**src/rtl/fir_pkg.sv**
```systemverilog
// fir_pkg: shared types and constants for the sequential FIR MAC.
package fir_pkg;
    typedef enum logic [1:0] {IDLE, MAC, ROUND, HOLD} state_t;
    localparam int SAMPLE_W = 16;
    localparam int COEF_W = 16;
    localparam logic signed [15:0] SAT_MAX = 16'sh7FFF;
    localparam logic signed [15:0] SAT_MIN = 16'sh8000;
endpackage

```
**src/rtl/fir_mac_seq_if.sv**
```systemverilog
// fir_mac_seq_if: tap snapshot in and filtered sample out, each with a valid/ready pair.
interface fir_mac_seq_if import fir_pkg::*; #(parameter int N = 8);
    logic taps_valid;
    logic signed [SAMPLE_W-1:0] taps [N];
    logic out_valid;
    logic out_ready;
    logic signed [SAMPLE_W-1:0] data_out;
    modport master (output taps_valid, taps, out_ready, input out_valid, data_out);
    modport slave (input taps_valid, taps, out_ready, output out_valid, data_out);
endinterface

```
**src/rtl/fir_round_sat.sv**
```systemverilog
// fir_round_sat: round-half-up, arithmetic shift and saturate an accumulator to Q15.
module fir_round_sat import fir_pkg::*; #(
    parameter int ACC_W = 40,
    parameter int OUT_SHIFT = 15
) (
    input  logic signed [ACC_W-1:0] acc,
    output logic signed [SAMPLE_W-1:0] y
);
    localparam logic signed [ACC_W-1:0] HALF = ACC_W'(1) <<< (OUT_SHIFT - 1);
    localparam logic signed [ACC_W-1:0] HI = ACC_W'(SAT_MAX);
    localparam logic signed [ACC_W-1:0] LO = ACC_W'(SAT_MIN);
    logic signed [ACC_W-1:0] sum;
    logic signed [ACC_W-1:0] r;
    assign sum = acc + HALF;
    assign r = sum >>> OUT_SHIFT;
    assign y = r > HI ? SAT_MAX : r < LO ? SAT_MIN : r[SAMPLE_W-1:0];
endmodule

```
**src/rtl/fir_mac_seq.sv**
```systemverilog
// fir_mac_seq: one-tap-per-cycle MAC over an N-tap snapshot and a programmable
// coefficient bank, with Q15 round/saturate and a valid/ready output.
module fir_mac_seq import fir_pkg::*; #(
    parameter int N = 8,
    parameter int ACC_W = 40,
    parameter int OUT_SHIFT = 15
) (
    input  logic clk,
    input  logic rst,
    fir_mac_seq_if.slave bus,
    input  logic coef_we,
    input  logic [$clog2(N)-1:0] coef_addr,
    input  logic signed [COEF_W-1:0] coef_wdata,
    output logic busy,
    output logic drop_err,
    input  logic drop_clr
);
    localparam int AW = $clog2(N);
    localparam int PW = SAMPLE_W + COEF_W;
    state_t state, state_n;
    logic signed [SAMPLE_W-1:0] snap [N];
    logic signed [COEF_W-1:0] coef [N];
    logic signed [ACC_W-1:0] acc;
    logic [AW-1:0] idx;
    logic signed [PW-1:0] prod;
    logic signed [SAMPLE_W-1:0] rounded;
    logic last, accept, hs, drop;
    assign busy = state != IDLE;
    assign last = idx == AW'(N - 1);
    assign accept = state == IDLE && bus.taps_valid;
    assign hs = state == HOLD && bus.out_valid && bus.out_ready;
    assign drop = busy && (bus.taps_valid || coef_we);
    assign prod = PW'(snap[idx]) * PW'(coef[idx]);
    fir_round_sat #(.ACC_W(ACC_W), .OUT_SHIFT(OUT_SHIFT)) u_round_sat (
        .acc(acc),
        .y(rounded)
    );
    always_comb begin
        state_n = state;
        case (state)
            IDLE:    state_n = bus.taps_valid ? MAC : IDLE;
            MAC:     state_n = last ? ROUND : MAC;
            ROUND:   state_n = HOLD;
            HOLD:    state_n = hs ? IDLE : HOLD;
            default: state_n = IDLE;
        endcase
    end
    // data_out is registered leaving ROUND; out_valid follows one cycle later in HOLD
    always_ff @(posedge clk or posedge rst)
        if (rst) begin
            state <= IDLE;
            acc <= '0;
            idx <= '0;
            bus.out_valid <= 1'b0;
            bus.data_out <= '0;
            drop_err <= 1'b0;
        end else begin
            state <= state_n;
            acc <= accept ? '0 : state == MAC ? acc + ACC_W'(prod) : acc;
            idx <= accept || (state == MAC && last) ? '0 : state == MAC ? idx + AW'(1) : idx;
            bus.data_out <= state == ROUND ? rounded : bus.data_out;
            bus.out_valid <= state == HOLD && !hs;
            drop_err <= drop || (drop_err && !drop_clr);
        end
    always_ff @(posedge clk or posedge rst)
        if (rst) begin
            for (int i = 0; i < N; i++) begin
                snap[i] <= '0;
                coef[i] <= '0;
            end
        end else begin
            if (accept) snap <= bus.taps;
            if (coef_we && !busy && int'(coef_addr) < N) coef[coef_addr] <= coef_wdata;
        end
endmodule

```
**src/flat_wrapper.sv**
```systemverilog
// flat-port wrapper written by rule: the top's interface ports become plain ports
module fir_mac_seq_flat import fir_pkg::*;
#(
    parameter int N = 8,
    parameter int ACC_W = 40,
    parameter int OUT_SHIFT = 15
)
  (clk, rst, coef_we, coef_addr, coef_wdata, busy, drop_err, drop_clr, bus_taps_valid, bus_taps, bus_out_ready, bus_out_valid, bus_data_out);
  fir_mac_seq_if #(.N(N)) bus_i ();
  input  logic clk;
  input  logic rst;
  input  logic coef_we;
  input  logic [$clog2(N)-1:0] coef_addr;
  input  logic signed [COEF_W-1:0] coef_wdata;
  output logic busy;
  output logic drop_err;
  input  logic drop_clr;
  input wire logic [$bits(bus_i.taps_valid)-1:0] bus_taps_valid;
  input wire logic [$bits(bus_i.taps)-1:0] bus_taps;
  input wire logic [$bits(bus_i.out_ready)-1:0] bus_out_ready;
  output wire logic [$bits(bus_i.out_valid)-1:0] bus_out_valid;
  output wire logic [$bits(bus_i.data_out)-1:0] bus_data_out;
  assign bus_i.taps_valid = bus_taps_valid;
  assign bus_i.taps = {>>{bus_taps}};
  assign bus_i.out_ready = bus_out_ready;
  assign bus_out_valid = bus_i.out_valid;
  assign bus_data_out = bus_i.data_out;
  fir_mac_seq #(.N(N), .ACC_W(ACC_W), .OUT_SHIFT(OUT_SHIFT)) u_core (.clk(clk), .rst(rst), .bus(bus_i), .coef_we(coef_we), .coef_addr(coef_addr), .coef_wdata(coef_wdata), .busy(busy), .drop_err(drop_err), .drop_clr(drop_clr));
endmodule
```
**config.mk**
```make
export PLATFORM = sky130hd
export DESIGN_NAME = fir_mac_seq_flat
export DESIGN_NICKNAME = d
export VERILOG_FILES = /design/src/rtl/fir_pkg.sv /design/src/rtl/fir_mac_seq_if.sv /design/src/rtl/fir_round_sat.sv /design/src/rtl/fir_mac_seq.sv /design/src/flat_wrapper.sv
export SDC_FILE = /design/constraint.sdc
export NUM_CORES = 2
export LEC_CHECK = 0
export CAP_MARGIN = 15
export CORE_MARGIN = 5
export CORE_UTILIZATION = 35
export DETAILED_ROUTE_END_ITERATION = 7
export GPL_TIMING_DRIVEN = 0
export SLEW_MARGIN = 0
export SYNTH_ARGS = -nofsm -noshare
export SYNTH_HDL_FRONTEND = slang
export SYNTH_SLANG_ARGS = --single-unit
export TNS_END_PERCENT = 5
```
**constraint.sdc**
```tcl
create_clock -name clk -period 15.32 [get_ports clk]
set_clock_uncertainty 0.05 [all_clocks]
set_input_delay 3.064 -clock clk [delete_from_list [all_inputs] [get_ports clk]]
set_output_delay 3.064 -clock clk [all_outputs]
set_load 0.01 [all_outputs]
```
# Yosys cells after proc, flatten, opt, wreduce, memory -nomap -nowiden
# Index checks and enable logic that the tools add are counted.
word_totals:
  in_bits: 153
  out_inout_bits: 19
  mem_bits_rw: 0
  latchBits: 0
  romBits: 0
  word_cells: 75
  memories: 0
  ff_bits: 319
classes:
  n_div: 0
  addsub: 3
  order_cmp: 5
  reduce_logical: 19
  eq_ne: 4
  mux: 19
  shifts: 0
  bitwise_logic: 2
  n_mul: 1
ops:
  columns: ["op", "n"]
  rows:
  - ["$bwmux 128", 1]
  - ["$mux 16", 7]
  - ["$bmux 16 s3", 2]
  - ["$mux 40", 2]
  - ["$demux 16 s3", 1]
  - ["$add 40x16->40 const B", 1]
  - ["$add 40x40->40", 1]
  - ["$mul 16x16->32", 1]
  - ["$gt 25x16->1 const B", 1]
  - ["$lt 25x16->1 const B", 1]
  - ["$logic_and 1x1->1", 9]
  - ["$ge 4x4->1 const B", 2]
  - ["$not 3->4", 2]
  - ["$pmux 2 s4", 1]
  - ["$mux 3", 2]
  - ["$reduce_bool 2->1", 3]
  - ["$eq 2x2->1 const B", 2]
  - ["$lt 4x1->1 const B", 1]
  - ["$mux 2", 2]
  - ["$add 3x1->3 const B", 1]
  - ["$eq 3x3->1 const B", 1]
  - ["$logic_not 1->1", 3]
  - ["$logic_or 1x1->1", 3]
  - ["$eq 2x1->1 const B", 1]
  - ["2 further kinds", 2]

# Logic depth before layout (Yosys ltp)
depth:
  word_depth: 8
  mapped_depth: 39
  depth_no_buf: 35

# Hierarchy
# Synthesis repeated with hierarchy kept, for this count alone.
unflattened:
  hier_cells: 2359
  area_unflattened_um2: 26261.4
by_module_without_submodules:
  columns: ["module", "n_inst", "cells_per_inst", "area_per_inst_um2", "seq_area_each_um2"]
  rows:
  - ["fir_mac_seq", 1, 2253, 25425.6, 7982.7]
  - ["fir_round_sat", 1, 106, 835.8, 0.0]

# Worst setup path after synthesis
# Ideal clock, no wire load.
synth_timing:
  path_kind: "register to register"
  startpoint: "register u_core.idx[0]"
  endpoint: "register u_core.acc[39]"
  arrival_time_ns: 9.485
  period_less_slack_ns: 9.663
  n_path_buf: 2
  setup_time_ns: 0.128
  path_slack_ns: 5.657
  path_stages_with_launch: 34
  required_time_ns: 15.142
  cell_sequence: "dfrtp_1 buf_1 mux4_2 mux2i_1 clkbuf_1 nor2_1 fa_1 fa_1 fa_1 fa_1 fa_1 inv_1 fa_1 inv_1 ha_1 a21o_1 a21o_1 a21o_1 a2111oi_0 a211oi_1 nor4_1 o21bai_1 a21oi_1 xnor2_1 ha_1 a21o_1 a21oi_1 nor2_1 o41ai_1 o21ai_0 o211a_1 o21a_1 mux2_4 mux2i_1"
synth_between:
  elab_chain_cells: 8
  word_cells_on_any_way: 11
synth_lines:
  columns: ["item", "line_no", "rtl"]
  rows:
  - ["from (decl)", "fir_mac_seq.sv:24", "logic [AW-1:0] idx;"]
  - ["from (signal assigned)", "fir_mac_seq.sv:60", "idx <= accept || (state == MAC && last) ? '0 : state == MAC ? idx + AW'(1) : idx;"]
  - ["$not 3->4 (not written as such) *", "fir_mac_seq.sv:33", "assign prod = PW'(snap[idx]) * PW'(coef[idx]);"]
  - ["$bmux 16 s3", "fir_mac_seq.sv:33", null]
  - ["$mux 16 (not written as such) (2 in series)", "fir_mac_seq.sv:33", null]
  - ["$mul 16x16->32 *", "fir_mac_seq.sv:33", null]
  - ["$add 40x40->40 *", "fir_mac_seq.sv:59", "acc <= accept ? '0 : state == MAC ? acc + ACC_W'(prod) : acc;"]
  - ["$mux 40 * (2 in series)", "fir_mac_seq.sv:59", null]
  - ["to (signal assigned)", "fir_mac_seq.sv:59", null]
  - ["to (decl)", "fir_mac_seq.sv:23", "logic signed [ACC_W-1:0] acc;"]
# Every way passes the cells marked *; elsewhere a longest branch is shown, timed or not. The select of a mux whose other input is x is not followed.
# A chain may end at the register's enable or synchronous reset.

# Final worst setup path
layout_timing:
  startpoint: "register u_core.idx[1]"
  endpoint: "register u_core.acc[39]"
# The elaborated chain is that of the path after synthesis.

==> impl_metrics.yaml <==
run_status:
  outcome: "finished clean"
setup_path:
  r2r_slack_ns: 3.20
  worstPathRequired_ns: 15.69
  critPathArrivalTime_ns: 12.49
  max_stage_delay_ns: 0.78
  endpoint_kind: "flip-flop"
  critPathSlowestCell: "mux2i_1"
  crit_type: "flip-flop to flip-flop"
  crit_path_start_kind: "flip-flop"
  crit_path_frequent_cell: "fa_1"
  cp_num_buf_inv: 5
  path_delay_family: "adder cells"
  crit_path_max_fanout: 10
grt:
  grt_overflow: 0
  grt_pass1_vias: 20314
  grt_max_degree: 123
  antenna_found_initial: 2
  grt_pass1_wl_mm: 115
  track_usage_pct: 18.0
timing:
  worst_slack_ns: 3.20
  report.final.setup_viol: 0
  period_needed_ns: 12.12
  rsz0062_at_grt: "false"
  timing.final.crit_share_pct: 79.1
  max_freq_mhz: 82.5
  slew_headroom_pct: 21.4
  finalMaxSlewViolations: 0
  worstMarginPinSlew_ns: 1.15
  hold_viol: 0
detailed_routing:
  first_iter_violations: 1225
  postRouteAntennaNets: 0
  wl_per_cell_um: 18.7
  via_per_inst: 4.96
  first_pass_iters: 5
  vias: 19237
  drt-total-wl_mm: 72.4
  drc: 0
placed_design:
  gp_congestion: 0.947
  hpwl_mm: 57.4
  pre_cts_ws_ns: 3.22
  portBuffers: 171
  dp.cells: 3806
logic_synthesis:
  yosysMostFrequentCell: "nand2_1"
  async_flop_share_pct: 100
  synth_area_per_cell_um2: 9.83
  netlist_top_cells_count: "nand2_1 (554), inv_1 (366), dfrtp_1 (319)"
  synth_edf_count: 0
  synthesis.nets: 3206
  ys_seq_elements: 319
  postSynthCellCount: 2664
  yosys_warnings: 0
  synthFlopType: "dfrtp_1"
  yosysTopAreaCell: "dfrtp_1"
  ys_types: 76
  syn-cell-area_um2: 26200
  synth-seq-area-share_pct: 30.5
  yosys-top-cells-area: "dfrtp_1 (30%), fa_1 (20%), nand2_1 (7.9%), mux2_2 (6.5%), ha_1 (6.0%)"
  synth_top_cell_area_share_pct: 30.5
layout:
  finalNonFillerCells: 3879
  area_growth_pct: 16.6
  nFillCells: 7328
  final_core_util_pct: 41.1
  drive_above_1_share_pct: 10.6
  nets: 3423
floorplan:
  rows: 100
  coreArea_um2: 74300
  initial_core_util_pct: 35.2
  num_io_pins: 172
  die_w_um: 284
  die_h_um: 284
  dieArea_um2: 80400
cts:
  cts_max_level: 2
  post_cts_buffers: 0
  tritoncts: "yes"
  cts_buffer_depth: 3
  clkTransAtPathRegs_ns: 0.06
  postCtsHoldBufs: 0
  cts.sinks: 319
  cts-root-buf: "clkbuf_16"
  numCtsBuffers: 39
  cts_resized: 0
  clk_latency_ns: 0.57
job:
  maxCapViolCount: 0
hold_path:
  hp-class: "flip-flop to flip-flop"
worst reg2reg max path, delay by kind of cell, from the launching register on:
| family | cells | cell delay [ns] |
|---|---|---|
| buf+inv | 5 | 1.98 |
| fa+ha+maj | 8 | 3.92 |
| compound gates | 13 | 3.23 |
| simple gates | 3 | 0.62 |
| mux | 4 | 1.61 |
| flops | 1 | 0.36 |
| xor+xnor | 1 | 0.20 |
flip-flops by register name, summed over array words and instances (netlist names):
| register | count |
|---|---|
| u_core.acc | 40 |
| u_core.bus.data_out | 16 |
| u_core.bus.out_valid | 1 |
| u_core.coef | 128 |
| u_core.drop_err | 1 |
| u_core.idx | 3 |
| u_core.snap | 128 |
| u_core.state | 2 |
per-stage QoR:
step                      setup TNS (ns)  cell area, um^2  hold slack [ns]
final                                  0            30500            0.417
after detailed placement               0            29200            0.407
after floorplan                        0            26200            0.390
after global placement           -352.35            29100            0.403
after CTS                              0            30500            0.423
after global routing                   0            30500            0.442
layout by cell type (no fill, tap or decap), drive strengths merged, types with 10 or more instances in the layout:
cell | Yosys | routed
o21ai | 98 | 98
mux2 | 153 | 153
mux4 | 64 | 64
inv | 366 | 367
a21o | 21 | 21
o21bai | 10 | 10
nor3 | 20 | 20
nand3 | 59 | 59
nor2 | 167 | 167
xor2 | 27 | 27
mux2i | 29 | 29
dfrtp | 319 | 319
fa | 263 | 263
ha | 126 | 126
a211oi | 12 | 12
buf | 25 | 30
a21oi | 74 | 74
clkdlybuf4s50 | 0 | 171
clkbuf | 74 | 129
nand2b | 21 | 21
xnor2 | 53 | 53
o31ai | 11 | 11
nand2 | 554 | 554
and3 | 14 | 14
metal layers:
layer  global-route usage [%]  wire length (um)  share of wire, %  vias up
met3                     3.56              4540               6.3      115
li1                         -                 -                 -     9105
met4                     4.70              2090               2.9        0
met5                        0                 0                 0        -
met1                     24.7             32500                45     9476
met2                     29.2             33300                46      541
final timing paths:
path,start,endpoint,cells past startpoint
max in group asynchronous,rst,u_core.coef[51],4
min in group asynchronous,rst,u_core.drop_err,2
worst min register to register,u_core.snap[24],u_core.snap[24],2
worst max-delay path,u_core.idx[1],u_core.acc[39],34
worst min-delay path,u_core.snap[24],u_core.snap[24],2
worst max register to register,u_core.idx[1],u_core.acc[39],34
final cells by class:
cell class | count | area [um^2] | share of cell area [%]
Clock inverter | 13 | 161 | 0.529
Sequential cell | 319 | 7980 | 26.2
Multi-Input combinational cell | 1880 | 16400 | 53.9
Clock buffer | 55 | 1160 | 3.79
Inverter | 366 | 1380 | 4.53
Antenna cell | 2 | 5.00 | 0.0164
Tap cell | 969 | 1210 | 3.97
Timing Repair Buffer | 176 | 1800 | 5.89
Buffer | 99 | 385 | 1.26
cell families (layout without fill, tap and decap cells):
logic type                 Yosys count  in the layout  synth area share (%)
xor gates and xnor gates            80             80                  2.68
adders and majority gates          389            389                  26.1
DFF                                319            319                  30.5
AOI/OAI and AO/OA                  279            279                  6.65
muxes                              246            246                  13.2
other                                0              2                     0
buffers and inverters              465            709                  6.72
and+or+nand+nor                    886            886                  14.1
Power is not shown: default switching activity piles up to over one toggle a cycle in this logic, so the estimate is an artifact.
==> RTL change 1, RTL diff (config.mk and constraints unchanged) <==
Reset style: synchronous (`rst`), changed in 2 clocked blocks.
--- a/src/rtl/fir_mac_seq.sv
+++ b/src/rtl/fir_mac_seq.sv
@@ -46,7 +46,7 @@
         endcase
     end
     // data_out is registered leaving ROUND; out_valid follows one cycle later in HOLD
-    always_ff @(posedge clk or posedge rst)
+    always_ff @(posedge clk)
         if (rst) begin
             state <= IDLE;
             acc <= '0;
@@ -62,7 +62,7 @@
             bus.out_valid <= state == HOLD && !hs;
             drop_err <= drop || (drop_err && !drop_clr);
         end
-    always_ff @(posedge clk or posedge rst)
+    always_ff @(posedge clk)
         if (rst) begin
             for (int i = 0; i < N; i++) begin
                 snap[i] <= '0;
Check against the original RTL: differs if rst is asserted again (counterexample within 4 cycles, from zero or initial values and one cycle with rst high); with rst held inactive, the same outputs for 10 cycles.
==> RTL change 1 against the original RTL <==
  * Sequential share of layout area down 0.41 points
  * Wire length grew 1.9%
  * Synthesized area decreased by 1.2%
  * Count of clock-buffer cells in the layout fell by 5
  * Sequential cell count increased by 3
  * Die area decreased by 1.2%
  * Worst setup slack improved by 510 ps
  * Final cell count rose by 1.5%
  * Cell area is 1.7% lower
Power is left out: it rests on default switching activity, and per cell area and clock period it moved more than threefold.
==> RTL change 1: results (changes against the original RTL) <==
| Metric | Value |
|---|---|
| Outcome | finished, final reports clean |
| Mapped Nets | 3276 (+2.2%) |
| Area post-placement | 28800 um2 (-1.3%) |
| Slowest stage cell, crit path | xnor2_1 |
| Detail Route met2 WL | 35.5 mm (+6.6%) |
| Wl on met1 | 31.6 mm (-2.6%) |
| Max frequency | 86.1 MHz (+4.4%) |
| Ys flop type | dfxtp_1 |
| Number of DRC markers in iteration 0 | 1475 (+20%) |
| DP HPWL | 59.1 mm (+2.9%) |
| Nets | 3492 (+2.0%) |
| Synth cell types | 80 (+5.3%) |
| Met2 Usage GRT | 0.312 (+0.0193) |
| DR vias | 19868 (+3.3%) |
| Most common library cells after synthesis | nand2_1, inv_1, fa_1 |
| Worst rel slew slack | 0.168 (-0.0455) |
| CP max stage delay | 860 ps (+80 ps) |
| Share of cells above drive strength 1 | 0.0699 (-0.0364) |
| Reg2Reg Depth | 35 (+2.9%) |
| Post-layout util | 0.411 (about the same) |
| Max Used Layer | met5 |
| Met3 usage | 0.0339 (-0.00172) |
| Metal3 WL | 4.42 mm (-2.7%) |
| First-pass GRT wire length | 115 mm (-0.53%) |
| Final Wtd Congestion | 0.916 (-3.3%) |
| Total Routed Length | 73.7 mm (+1.9%) |
| R2R Setup Slk | 3710 ps (+510 ps) |
| Synthesized instance count | 2732 (+2.6%) |
| Crit path DAT | 12050 ps (-440 ps) |
| Share of async-settable or async-resettable flops after synthesis | 0 (-1.00) |
| GR Util met1 | 0.246 (-0.00119) |
| Port Buffers | 170 (-0.58%) |
| Post-synth EDFFs | 128 (+128) |
| Pre-CTS WS | 3650 ps (+427 ps) |
[RTL change 1: logic make-up after synthesis]
family | share of synthesized area
and+or+nand+nor | 0.170
buffers and inverters | 0.0691
adders and majority gates | 0.265
AOI/OAI and AO/OA | 0.0912
DFF | 0.299
muxes | 0.0777
xor gates and xnor gates | 0.0274
[RTL change 1: cell type report]
type,count,area share
flip-flops and latches,322,0.257
multi-input cells,1941,0.545
repair buffers,177,0.0584
clock inverters,17,0.00450
plain buffers,118,0.0157
well taps,959,0.0400
diodes,1,0.0000834
clock buffers,50,0.0352
inverters,351,0.0439
[RTL change 1: how the worst min path moves through the flow]
stage,end,from,slack (ps),cells past startpoint
5_1_grt,u_core.snap[14],u_core.snap[14],420,2
2_1_floorplan,u_core.snap[16],u_core.snap[16],380,2
6_report,u_core.snap[84],u_core.snap[84],400,2
3_3_place_gp,u_core.snap[84],u_core.snap[84],390,2
4_1_cts,u_core.snap[79],u_core.snap[79],400,2
3_5_place_dp,u_core.snap[79],u_core.snap[79],390,2
==> RTL change 2, RTL diff (same flow settings) <==
Without the edit above. `ACC_W` is set to 40 in 3 places; all go to 20.
--- a/src/rtl/fir_round_sat.sv
+++ b/src/rtl/fir_round_sat.sv
@@ -1,6 +1,6 @@
 // fir_round_sat: round-half-up, arithmetic shift and saturate an accumulator to Q15.
 module fir_round_sat import fir_pkg::*; #(
-    parameter int ACC_W = 40,
+    parameter int ACC_W = 20,
     parameter int OUT_SHIFT = 15
 ) (
     input  logic signed [ACC_W-1:0] acc,
--- a/src/rtl/fir_mac_seq.sv
+++ b/src/rtl/fir_mac_seq.sv
@@ -2,7 +2,7 @@
 // coefficient bank, with Q15 round/saturate and a valid/ready output.
 module fir_mac_seq import fir_pkg::*; #(
     parameter int N = 8,
-    parameter int ACC_W = 40,
+    parameter int ACC_W = 20,
     parameter int OUT_SHIFT = 15
 ) (
     input  logic clk,
--- a/src/flat_wrapper.sv
+++ b/src/flat_wrapper.sv
@@ -2,7 +2,7 @@
 module fir_mac_seq_flat import fir_pkg::*;
 #(
     parameter int N = 8,
-    parameter int ACC_W = 40,
+    parameter int ACC_W = 20,
     parameter int OUT_SHIFT = 15
 )
   (clk, rst, coef_we, coef_addr, coef_wdata, busy, drop_err, drop_clr, bus_taps_valid, bus_taps, bus_out_ready, bus_out_valid, bus_data_out);
Formal check against the unedited RTL: same outputs for any inputs over 10 cycles, from zero or initial values and one cycle with rst high; that may be too few to reach the edited logic, so the function may still have changed.
==> RTL change 2 against the original RTL <==
  * Sequential cell count down 30
  * Die area shrank 25%
  * Hold slack improved by 12 ps
  * Synthesized area is 25% lower
  * Non-clock buffer count fell by 19
  * Maximum frequency increased by 27%
  * Worst setup slack improved by 2500 ps
  * Cell area fell by 23%
  * Wire length fell by 22%
  * Critical endpoint is now u_core.acc[17]
  * Highest routed layer is now met5
Power is not shown: default switching activity piles up to over one toggle a cycle in this logic, so the estimate is an artifact.
==> RTL change 2: results (changes against the original RTL) <==
| Metric | Value |
|---|---|
| XOR/XNOR Fraction of Synth Area | 0.0218 (-0.00498) |
| Mux cell area share after synthesis | 0.220 (+0.0883) |
| Filler Cells Inserted | 5144 (-30%) |
| Nets | 2281 (-33%) |
| Post-CTS Resized | 0 (unchanged) |
| Total Routed Length | 56.3 mm (-22%) |
| Largest registers | u_core.coef x128, u_core.snap x128, u_core.acc x20 |
| Ranking of synthesized cells by area | dfrtp_1, fa_1, mux2_2 |
| CP max stage delay | 730 ps (-50 ps) |
| Most common library cells after synthesis | dfrtp_1, inv_1, mux2_2 |
| Crit path DAT | 9980 ps (-2510 ps) |
| Num CTS Buffers | 35 (-10%) |
| Antenna violations before repair | 1 (-1) |
| Synth cell types | 52 (-32%) |
| Vias in the first global route | 14624 (-28%) |
| Share of async-settable or async-resettable flops after synthesis | 1.00 (unchanged) |
| Ys flop type | dfrtp_1 |
| Slowest stage cell, crit path | buf_1 |
| First-pass GRT wire length | 87.0 mm (-25%) |
| Setup bufs post-CTS | 0 (unchanged) |
| Pin count of the biggest net entering global routing | 127 (+3.3%) |
| Share of cells above drive strength 1 | 0.217 (+0.110) |
| Number of DRC markers in iteration 0 | 693 (-43%) |
| DR vias | 13284 (-31%) |
| Area post-placement | 22300 um2 (-24%) |
| Pre-CTS WS | 5800 ps (+2570 ps) |
| Mapped Nets | 2069 (-35%) |
| Max frequency | 104 MHz (+27%) |
| Final Wtd Congestion | 0.882 (-6.8%) |
| Adder-cell share of the synthesized area | 0.206 (-0.0548) |
| GRT Resource Usage Total | 0.187 (+0.00790) |
| Yosys warns | 0 (unchanged) |
| Synth Area in Compound Gates | 0.0405 (-0.0260) |
| Sequential share of the synthesized area | 0.370 (+0.0653) |
| # H-tree levels | 2 (unchanged) |
| Worst Hold Class | reg2reg |
| Slew @ Worst Pin | 1430 ps (+282 ps) |
| DP HPWL | 43.3 mm (-25%) |
| Outcome | finished, final reports clean |
-- RTL change 2: path summary, 6_finish.rpt --
path / from / to / slack [ps] / depth (start not counted)
worst max-delay path: u_core.idx[1] / u_core.acc[17] / 5750 / 28
worst min-delay path: u_core.bus.data_out[0] / u_core.bus.data_out[0] / 430 / 2
worst max register to register: u_core.idx[1] / u_core.acc[17] / 5750 / 28
worst min register to register: u_core.bus.data_out[0] / u_core.bus.data_out[0] / 430 / 2
max in group asynchronous: rst / u_core.acc[10] / 11360 / 3
min in group asynchronous: rst / u_core.snap[17] / 2880 / 2
-- RTL change 2: cell type report --
class                      count  area share
multi-input combinational   1046       0.463
sequential                   289       0.308
timing repair buffer         175      0.0759
inverter                     270      0.0435
clock inverter                14     0.00725
antenna                        1    0.000107
clock buffer                  50      0.0440
tap                          748      0.0399
buffer                        81      0.0185
-- RTL change 2: cell families after synthesis --
kind of cell	Yosys count
buffers and inverters	351
and+or+nand+nor	298
xor gates and xnor gates	43
DFF	289
adders and majority gates	230
AOI/OAI and AO/OA	120
muxes	355
-- RTL change 2: worst min-delay path, cell delays in order (launching register included) --
cell     delay [ps]
dfrtp_1         340
nand2_1          50
nand2_1          60
-- RTL change 2: metrics by stage --
| stage | util | cells |
|---|---|---|
| detailed placement | 0.403 | 2609 |
| global route | 0.425 | 2673 |
| CTS | 0.425 | 2673 |
| global placement | 0.402 | 2605 |
| floorplan | - | 1686 |
| finish | 0.425 | 2674 |
-- RTL change 2: layer usage --
| metal | GRT usage | wire length [um] | part of all wire |
|---|---|---|---|
| met1 | 0.240 | 23600 | 0.42 |
| met2 | 0.325 | 28100 | 0.50 |
| met3 | 0.0355 | 2940 | 0.052 |
| met4 | 0.0551 | 1640 | 0.029 |
| met5 | 0 | 20 | 0.00036 |
